==> src/rtl/vram_arbiter_if.sv <==
// Signal bundle between the VRAM arbiter, its clients (raster fetch, host)
// and the external single-port video RAM.
interface vram_arbiter_if #(
    parameter int ADDR_W = 15
);
    // Video fetch port
    logic              vid_req;
    logic [ADDR_W-1:0] vid_addr;
    logic [7:0]        vid_data;
    logic              vid_valid;

    // Host port
    logic              host_req;
    logic              host_we;
    logic [ADDR_W-1:0] host_addr;
    logic [7:0]        host_wdata;
    logic              host_ack;
    logic [7:0]        host_rdata;

    // External VRAM
    logic              mem_en;
    logic              mem_we;
    logic [ADDR_W-1:0] mem_addr;
    logic [7:0]        mem_wdata;
    logic [7:0]        mem_rdata;

    // Status
    logic              vid_overrun;
    logic              host_starved;
    logic              status_clr;

    // Arbiter side
    modport slave (
        input  vid_req, vid_addr, host_req, host_we, host_addr, host_wdata,
               mem_rdata, status_clr,
        output vid_data, vid_valid, host_ack, host_rdata,
               mem_en, mem_we, mem_addr, mem_wdata, vid_overrun, host_starved
    );

    // Client / memory side
    modport master (
        output vid_req, vid_addr, host_req, host_we, host_addr, host_wdata,
               mem_rdata, status_clr,
        input  vid_data, vid_valid, host_ack, host_rdata,
               mem_en, mem_we, mem_addr, mem_wdata, vid_overrun, host_starved
    );
endinterface

==> src/rtl/vram_arbiter.sv <==
// VRAM arbiter: one single-port synchronous VRAM shared between display
// scan-out (absolute priority, fixed 3-cycle latency) and a host port that
// fills idle slots. Four-stage pipeline: arbitrate, drive mem_*, capture
// mem_rdata, present result.
module vram_arbiter #(
    parameter int ADDR_W      = 15,
    parameter int VID_MIN_GAP = 8,
    parameter int HOST_TMO    = 64
) (
    input  logic          clk_pixel,
    input  logic          rst_n,
    vram_arbiter_if.slave bus
);
    localparam int GAP_W = $clog2(VID_MIN_GAP + 1);
    localparam int STV_W = $clog2(HOST_TMO + 1);
    localparam logic [GAP_W-1:0] GAP_SAT  = GAP_W'(VID_MIN_GAP);
    localparam logic [GAP_W-1:0] GAP_ONE  = GAP_W'(1);
    localparam logic [STV_W-1:0] STV_LAST = STV_W'(HOST_TMO - 1);

    // Per-stage slot descriptor; valid=0 means an empty slot.
    typedef struct packed {
        logic valid;
        logic is_video;
        logic is_write;
    } tag_t;

    // Stage 0 decisions
    logic vid_grant;
    logic host_grant;
    logic host_wait;
    tag_t tag_d;

    // Stage 1: registered VRAM drive
    logic              mem_en_d,    mem_en_q;
    logic              mem_we_d,    mem_we_q;
    logic [ADDR_W-1:0] mem_addr_d,  mem_addr_q;
    logic [7:0]        mem_wdata_d, mem_wdata_q;
    tag_t              tag1_q;

    // Stage 2: slot whose read data is on mem_rdata
    tag_t              tag2_q;

    // Stage 3: results
    logic       vid_valid_d,  vid_valid_q;
    logic [7:0] vid_data_d,   vid_data_q;
    logic       host_ack_d,   host_ack_q;
    logic [7:0] host_rdata_d, host_rdata_q;

    // Bookkeeping
    logic             host_busy_d, host_busy_q;
    logic [GAP_W-1:0] gap_d,       gap_q;
    logic [STV_W-1:0] starve_d,    starve_q;
    logic             overrun_evt, starve_evt;
    logic             overrun_d,   overrun_q;
    logic             starved_d,   starved_q;

    // Arbitration: video always wins; host only when no access is outstanding.
    always_comb begin
        vid_grant      = bus.vid_req;
        host_grant     = !bus.vid_req && bus.host_req && !host_busy_q;
        host_wait      = bus.host_req && !host_busy_q && !host_grant;
        tag_d          = '0;
        tag_d.valid    = vid_grant || host_grant;
        tag_d.is_video = vid_grant;
        tag_d.is_write = host_grant && bus.host_we;
    end

    // Next VRAM drive; address/data hold their last value on idle slots.
    always_comb begin
        mem_en_d    = vid_grant || host_grant;
        mem_we_d    = host_grant && bus.host_we;
        mem_addr_d  = mem_addr_q;
        mem_wdata_d = mem_wdata_q;
        if (vid_grant) begin
            mem_addr_d = bus.vid_addr;
        end else if (host_grant) begin
            mem_addr_d  = bus.host_addr;
            mem_wdata_d = bus.host_wdata;
        end
    end

    // Result stage: steer captured mem_rdata to the owner of the slot.
    always_comb begin
        vid_valid_d  = tag2_q.valid && tag2_q.is_video;
        vid_data_d   = vid_valid_d ? bus.mem_rdata : vid_data_q;
        host_ack_d   = tag2_q.valid && !tag2_q.is_video;
        host_rdata_d = (host_ack_d && !tag2_q.is_write) ? bus.mem_rdata : host_rdata_q;
    end

    // Host busy window, fetch-gap counter, starvation counter and sticky flags.
    always_comb begin
        host_busy_d = host_busy_q;
        if (host_ack_q) begin
            host_busy_d = 1'b0;
        end
        if (host_grant) begin
            host_busy_d = 1'b1;
        end

        overrun_evt = bus.vid_req && (gap_q < GAP_SAT);
        if (bus.vid_req) begin
            gap_d = GAP_ONE;
        end else if (gap_q == GAP_SAT) begin
            gap_d = gap_q;
        end else begin
            gap_d = gap_q + GAP_ONE;
        end

        starve_evt = host_wait && (starve_q == STV_LAST);
        if (!host_wait) begin
            starve_d = '0;
        end else if (starve_q == STV_LAST) begin
            starve_d = starve_q;
        end else begin
            starve_d = starve_q + STV_W'(1);
        end

        // A same-cycle event beats the clear.
        overrun_d = overrun_q;
        starved_d = starved_q;
        if (overrun_evt) begin
            overrun_d = 1'b1;
        end else if (bus.status_clr) begin
            overrun_d = 1'b0;
        end
        if (starve_evt) begin
            starved_d = 1'b1;
        end else if (bus.status_clr) begin
            starved_d = 1'b0;
        end
    end

    // Pipeline registers; reset empties every stage so no stale ack/valid appears.
    always_ff @(posedge clk_pixel or negedge rst_n) begin
        if (!rst_n) begin
            mem_en_q     <= 1'b0;
            mem_we_q     <= 1'b0;
            mem_addr_q   <= '0;
            mem_wdata_q  <= '0;
            tag1_q       <= '0;
            tag2_q       <= '0;
            vid_valid_q  <= 1'b0;
            vid_data_q   <= '0;
            host_ack_q   <= 1'b0;
            host_rdata_q <= '0;
        end else begin
            mem_en_q     <= mem_en_d;
            mem_we_q     <= mem_we_d;
            mem_addr_q   <= mem_addr_d;
            mem_wdata_q  <= mem_wdata_d;
            tag1_q       <= tag_d;
            tag2_q       <= tag1_q;
            vid_valid_q  <= vid_valid_d;
            vid_data_q   <= vid_data_d;
            host_ack_q   <= host_ack_d;
            host_rdata_q <= host_rdata_d;
        end
    end

    // Bookkeeping registers; gap counter starts saturated so the first fetch is clean.
    always_ff @(posedge clk_pixel or negedge rst_n) begin
        if (!rst_n) begin
            host_busy_q <= 1'b0;
            gap_q       <= GAP_SAT;
            starve_q    <= '0;
            overrun_q   <= 1'b0;
            starved_q   <= 1'b0;
        end else begin
            host_busy_q <= host_busy_d;
            gap_q       <= gap_d;
            starve_q    <= starve_d;
            overrun_q   <= overrun_d;
            starved_q   <= starved_d;
        end
    end

    assign bus.mem_en       = mem_en_q;
    assign bus.mem_we       = mem_we_q;
    assign bus.mem_addr     = mem_addr_q;
    assign bus.mem_wdata    = mem_wdata_q;
    assign bus.vid_valid    = vid_valid_q;
    assign bus.vid_data     = vid_data_q;
    assign bus.host_ack     = host_ack_q;
    assign bus.host_rdata   = host_rdata_q;
    assign bus.vid_overrun  = overrun_q;
    assign bus.host_starved = starved_q;
endmodule
==> src/flat_wrapper.sv <==
// flat-port wrapper written by rule: the top's interface ports become plain ports
module vram_arbiter_flat 
#(
    parameter int ADDR_W      = 15,
    parameter int VID_MIN_GAP = 8,
    parameter int HOST_TMO    = 64
)
  (clk_pixel, rst_n, bus_vid_req, bus_vid_addr, bus_host_req, bus_host_we, bus_host_addr, bus_host_wdata, bus_mem_rdata, bus_status_clr, bus_vid_data, bus_vid_valid, bus_host_ack, bus_host_rdata, bus_mem_en, bus_mem_we, bus_mem_addr, bus_mem_wdata, bus_vid_overrun, bus_host_starved);
  vram_arbiter_if #(.ADDR_W(ADDR_W)) bus_i ();
  input  logic clk_pixel;
  input  logic rst_n;
  input wire logic [$bits(bus_i.vid_req)-1:0] bus_vid_req;
  input wire logic [$bits(bus_i.vid_addr)-1:0] bus_vid_addr;
  input wire logic [$bits(bus_i.host_req)-1:0] bus_host_req;
  input wire logic [$bits(bus_i.host_we)-1:0] bus_host_we;
  input wire logic [$bits(bus_i.host_addr)-1:0] bus_host_addr;
  input wire logic [$bits(bus_i.host_wdata)-1:0] bus_host_wdata;
  input wire logic [$bits(bus_i.mem_rdata)-1:0] bus_mem_rdata;
  input wire logic [$bits(bus_i.status_clr)-1:0] bus_status_clr;
  output wire logic [$bits(bus_i.vid_data)-1:0] bus_vid_data;
  output wire logic [$bits(bus_i.vid_valid)-1:0] bus_vid_valid;
  output wire logic [$bits(bus_i.host_ack)-1:0] bus_host_ack;
  output wire logic [$bits(bus_i.host_rdata)-1:0] bus_host_rdata;
  output wire logic [$bits(bus_i.mem_en)-1:0] bus_mem_en;
  output wire logic [$bits(bus_i.mem_we)-1:0] bus_mem_we;
  output wire logic [$bits(bus_i.mem_addr)-1:0] bus_mem_addr;
  output wire logic [$bits(bus_i.mem_wdata)-1:0] bus_mem_wdata;
  output wire logic [$bits(bus_i.vid_overrun)-1:0] bus_vid_overrun;
  output wire logic [$bits(bus_i.host_starved)-1:0] bus_host_starved;
  assign bus_i.vid_req = bus_vid_req;
  assign bus_i.vid_addr = bus_vid_addr;
  assign bus_i.host_req = bus_host_req;
  assign bus_i.host_we = bus_host_we;
  assign bus_i.host_addr = bus_host_addr;
  assign bus_i.host_wdata = bus_host_wdata;
  assign bus_i.mem_rdata = bus_mem_rdata;
  assign bus_i.status_clr = bus_status_clr;
  assign bus_vid_data = bus_i.vid_data;
  assign bus_vid_valid = bus_i.vid_valid;
  assign bus_host_ack = bus_i.host_ack;
  assign bus_host_rdata = bus_i.host_rdata;
  assign bus_mem_en = bus_i.mem_en;
  assign bus_mem_we = bus_i.mem_we;
  assign bus_mem_addr = bus_i.mem_addr;
  assign bus_mem_wdata = bus_i.mem_wdata;
  assign bus_vid_overrun = bus_i.vid_overrun;
  assign bus_host_starved = bus_i.host_starved;
  vram_arbiter #(.ADDR_W(ADDR_W), .VID_MIN_GAP(VID_MIN_GAP), .HOST_TMO(HOST_TMO)) u_core (.clk_pixel(clk_pixel), .rst_n(rst_n), .bus(bus_i));
endmodule
==> config.mk <==
export PLATFORM = sky130hd
export DESIGN_NAME = vram_arbiter_flat
export DESIGN_NICKNAME = d
export VERILOG_FILES = /design/src/rtl/vram_arbiter_if.sv /design/src/rtl/vram_arbiter.sv /design/src/flat_wrapper.sv
export SDC_FILE = /design/constraint.sdc
export NUM_CORES = 1
export LEC_CHECK = 0
export ABC_AREA = 1
export CELL_PAD_IN_SITES_DETAIL_PLACEMENT = 1
export CELL_PAD_IN_SITES_GLOBAL_PLACEMENT = 2
export CORE_MARGIN = 4
export CORE_UTILIZATION = 26
export CTS_BUF_LIST = sky130_fd_sc_hd__clkbuf_8
export DETAILED_ROUTE_END_ITERATION = 10
export PLACE_DENSITY = 0.84
export SYNTH_ARGS = -nofsm -noshare
export SYNTH_HDL_FRONTEND = slang
export SYNTH_SLANG_ARGS = --single-unit
==> constraint.sdc <==
create_clock -name clk_pixel -period 1.6 [get_ports clk_pixel]
set_clock_uncertainty 0.2 [all_clocks]
set_input_delay 0.32 -clock clk_pixel [delete_from_list [all_inputs] [get_ports clk_pixel]]
set_output_delay 0.32 -clock clk_pixel [all_outputs]
set_load 0.01 [all_outputs]
; ---- Yosys cells after proc, flatten, opt, wreduce, memory -nomap -nowiden
; Cells that the tools add are included.
[word_totals]
wordCells = 57
out_inout_bits = 45
inputBits = 52
regBits = 61
[op_classes]
mux = 11
n_bitwise = 1
n_addsub = 2
n_eq_ne = 4
reduce_logical = 21
order_cmp = 1
[op_table]
columns = op, count
row1 = 15-bit 2-to-1 mux, 2
row2 = 7-bit 2-to-1 mux, 2
row3 = 1-bit logical AND, 10
row4 = 4-bit 2-to-1 mux, 2
row5 = 2-bit nonzero test, 4
row6 = 7-bit by 1-bit adder with 7-bit output (second input constant), 1
row7 = 7-bit by 6-bit == test with 1-bit output (second input constant), 1
row8 = 1-bit logical NOT, 5
row9 = 1-bit 2-to-1 mux, 5
row10 = 4-bit by 1-bit adder with 4-bit output (second input constant), 1
row11 = 4-bit == test (second input constant), 1
row12 = 4-bit < comparator (second input constant), 1
row13 = 2-bit != test (second input constant), 2
row14 = 2-bit AND reduction, 1
row15 = 1-bit logical OR, 1
row16 = 1-bit NOT, 1

; ---- Logic depth before layout (Yosys ltp)
[logic_depth]
ltp_word = 7
mapped_depth = 7
ltp_nobuf = 7

; ---- Worst setup path before layout
; Ideal clock, no wire load.
[synth_path]
kind = reg-to-reg
from = register u_core.starve_q[0]
to = register u_core.starved_q, in the netlist u_core.bus.host_starved
n_path_buf = 0
stages_incl_launch_ff = 8
arrival_time_ns = 1.084
required_ns = 1.273
setup_slack_ns = 0.188
path_cell_list = dfrtp_1 ha_1 nand3_1 inv_1 nand2_1 inv_1 nand2_2 o21ai_0
[synth_via]
elab_chain_cells = 3
[synth_rtl]
columns = item, line_no
row1 = "start, declared", vram_arbiter.sv:52  ; logic [STV_W-1:0] starve_d, starve_q;
row2 = "start signal, assigned", vram_arbiter.sv:171  ; starve_q <= starve_d;
row3 = 7-bit by 6-bit == test with 1-bit output *, vram_arbiter.sv:109  ; starve_evt = host_wait && (starve_q == STV_LAST);
row4 = 1-bit logical AND *, vram_arbiter.sv:109
row5 = 1-bit 2-to-1 mux / 2-bit nonzero test (equally long branches), --
row6 = "end signal, assigned", vram_arbiter.sv:173  ; starved_q <= starved_d;
row7 = "end, declared", vram_arbiter.sv:55  ; logic starved_d, starved_q;
; Every way passes the cells marked *; elsewhere a longest branch is shown, timed or not.
; A chain may end at the register's enable or synchronous reset.

; ---- Worst setup path after layout
[layout_path]
from = register u_core.mem_addr_q[12], in the netlist u_core.bus.mem_addr[12]
to = output bus_mem_addr[12]
[layout_rtl]
columns = item, line_no
row1 = "start, declared", vram_arbiter.sv:36  ; logic [ADDR_W-1:0] mem_addr_d, mem_addr_q;
row2 = "start signal, assigned", vram_arbiter.sv:149  ; mem_addr_q <= mem_addr_d;
row3 = "end, declared", flat_wrapper.sv:26  ; output wire logic [$bits(bus_i.mem_addr)-1:0] bus_mem_addr;
; No word-level cell between the ends.

==> results by group <==
Yosys
  • Mapped Cells: 270
  • Sequential area share after synthesis: 60.5%
  • Cell area after synthesis: 2520 sq um
  • Yosys top cell area share: 59.5%
  • Cell taking the most area after synthesis: dfrtp_1
  • Flops & latches, synth: 61
  • Synthesized Nets: 325
  • Netlist cell types: 24
  • Mux cell area share after synthesis: 0%
  • Largest family of logic cells by synthesized area: simple AND/OR/NAND/NOR gates
  • Simple-Gate Fraction of Synth Area: 19.5%
  • Synth Area in Adders: 1.49%
  • XOR/XNOR share of the synthesized area: 0.694%
  • Warnings, synthesis: 0
  • Synth area leaders: dfrtp_1 (59%), nand2_1 (11%), o21ai_0 (5.0%), inv_1 (4.5%), a31oi_1 (4.0%)
  • Compound-Gate Fraction of Synth Area: 9.97%
  • Avg Synthesized Cell Area: 9.35 sq um

Power and ir drop
  • Switching power: 1110 uW
  • Reg power frac: 46.1%
  • Sw Ratio: 27.6%
  • Logic pwr share: 21.1%
  • Final Power: 4040 uW
  • Leakage: 0.00193 uW
  • Pint: 2920 uW
  • Worst VDD drop: 0.377 mV
  • Clock network fraction of design power: 32.9%
  • PwrDens: 1050 nW/um^2

Finish
  • Share of cells above drive strength 1: 9.11%
  • Most frequent cells in the layout: nand2_1 (74), dfrtp_1 (60), clkdlybuf4s50_1 (50), dlygate4sd2_1 (45), inv_1 (31)
  • Count of nets after finishing: 434
  • Design area: 3830 sq um
  • Antenna diodes: 0
  • Most common cell after layout, fill and taps aside: nand2_1
  • P&R area growth vs syn: 52.0%

Die
  • Die height: 107 um
  • Number of cell rows: 35
  • Core area: 9330 sq um
  • Die Wd: 107 um
  • I/O pin total: 97
  • Die area: 11,300 sq um
  • Initial Util: 27.1%

STA
  • Final setup fails: 0
  • Final hold vios: 0
  • RSZ-0062 raised after global routing: false
  • Hold WS: 0.155 ns
  • Fin crit share: 96.1%
  • Slew margin rel.: 67.7%
  • Actual slew at the worst max-slew pin: 0.483 ns
  • F_max: 0.650 GHz
  • Setup TNS: 0 ns
  • Final min period: 1.54 ns
  • Slew Viols, Final: 0
  • Setup ws final: 0.0621 ns

Run status
  • Status: finished clean

Detailed routing
  • ANT nets after route: 0
  • Initial drt markers: 82
  • Drt via density: 4.24
  • DRC: 0
  • DRT Pass-1 Iters: 4
  • Detailed-route via count: 2,174
  • Final WL: 6720 um
  • DR WL/cell: 13.1 um

Global routing
  • Largest net degree at the start of global routing: 62
  • Gr usage total: 12.8%
  • Vias in the first global route: 2,353
  • First-pass GRT wire length: 11,400 um
  • Grt ovf: 0
  • Initial antenna violation count: 0

Worst setup path
  • CP peak stage delay: 0.39 ns
  • Reg2reg setup slack: 0.15 ns
  • Crit-path slowest cell: dfrtp_1
  • Crit-path max FO: 2
  • Critical path arrival: 1.02 ns
  • Crit path kind: reg -> out
  • Critical path, cell by cell: dlygate4sd2_1
  • Worst Path Buf+Inv: 1
  • Delay-heaviest family, CP: flip-flops
  • Worst endpoint required time: 1.08 ns
  • Worst setup SP type: register
  • Kind of end point of the critical path: output pin

Clocking
  • Clk Tree Root Cell: clkbuf_8
  • Cts bufs inserted: 9
  • CTS tree: yes
  • Clk Latency, worst-skew pair: 0.34 ns
  • Worst-path clk slew: 0.07 ns
  • Clk sink count: 61
  • Total number of H-tree levels: 3
  • CTS Buffer Depth: 2

Flow run
  • Number of max-cap violations: 0

Placed design
  • GPL Wtd Cong: 0.734
  • Port Buf Inserts: 96
  • DP HPWL: 5010 um
  • Placed Area: 3680 sq um
  • Pre-CTS setup slack: -0.196 ns

Worst hold path
  • HP Class: reg -> reg
==> final timing paths <==
kind,depth (start not counted),startpoint,to
setup reg to reg,7,u_core.starve_q[0]$_DFFE_PN0P_,u_core.bus.host_starved$_DFFE_PN0P_
max in group asynchronous,3,rst_n,u_core.gap_q[3]$_DFFE_PN1P_
hold / removal,0,u_core.tag1_q[1]$_DFF_PN0_,u_core.tag2_q[1]$_DFF_PN0_
min in group asynchronous,3,rst_n,u_core.bus.host_rdata[0]$_DFFE_PN0P_
hold reg to reg,0,u_core.tag1_q[1]$_DFF_PN0_,u_core.tag2_q[1]$_DFF_PN0_
setup / recovery,1,u_core.bus.mem_addr[12]$_DFFE_PN0P_,bus_mem_addr[12]
==> timing repair <==
| action | 4_1_cts | 5_1_grt |
|---|---|---|
| gates resized for setup | 45 | 2 |
| hold endpoints to repair | 60 | 0 |
| hold buffers | 1 | 0 |
| buffers inserted | 0 | 0 |
| endpoints found under the setup margin | 45 | 9 |
==> cells in the mapped netlist <==
cell type and count:
a31oi_1 16, buf_2 3, buf_4 2, buf_6 4, clkbuf_1 1, dfrtp_1 60
dfstp_2 1, ha_1 3, inv_1 30, inv_4 1, nand2_1 75, nand2_2 2
nand3_1 13, nand3_2 1, nand3b_1 1, nand4_1 1, nor2_1 22, nor2_8 1
o21ai_0 25, o21ai_1 4, o22ai_1 1, or2_2 1, xnor2_1 1, xor2_1 1
==> registers in the layout, summed over array words and instances, names as in the netlist, 3 cells and up <==
signal and cells:
u_core.bus.host_rdata 8, u_core.gap_q 4, u_core.tag2_q 3, u_core.bus.mem_wdata 8
u_core.bus.mem_addr 15, u_core.starve_q 7, u_core.bus.vid_data 8
==> cell type report <==
cell class,instances,area [sq um]
Tap cell,129,161
Timing Repair Buffer,108,1030
Sequential cell,61,1530
Fill cell,1098,5490
Multi-Input combinational cell,168,806
Inverter,31,119
Clock buffer,10,138
Clock inverter,6,53.8
==> through the flow <==
| step | util [%] | cells |
|---|---|---|
| after detailed placement | 39.5 | 496 |
| after global placement | 39.5 | 496 |
| after floorplan | - | 270 |
| after CTS | 41.0 | 513 |
| after global routing | 41.1 | 513 |
| final | 41.1 | 513 |
==> cells by family (layout without fill, tap and decap cells) <==
group	Yosys count	count (layout)
compound gates	46	46
xor+xnor	2	2
fa+ha+maj	3	3
buf+inv	41	155
flops	61	61
simple gates	117	117
==> power by group through the flow <==
stage,clock (uW),combinational [uW],sequential [uW]
2_1_floorplan,0,277,1970
3_3_place_gp,0,977,1890
3_5_place_dp,0,1000,1900
4_1_cts,1380,876,1870
5_1_grt,1460,952,1890
6_report,1330,851,1860
==> per-layer routing <==
layer	part of all wire, %	track usage (%)	up-vias
li1	-	-	1078
met1	41	14.3	1024
met2	50	21.6	59
met3	6.4	4.98	13
met4	2.2	5.48	0
met5	0	0	-
Note: power is estimated with default switching activity, not from simulation.
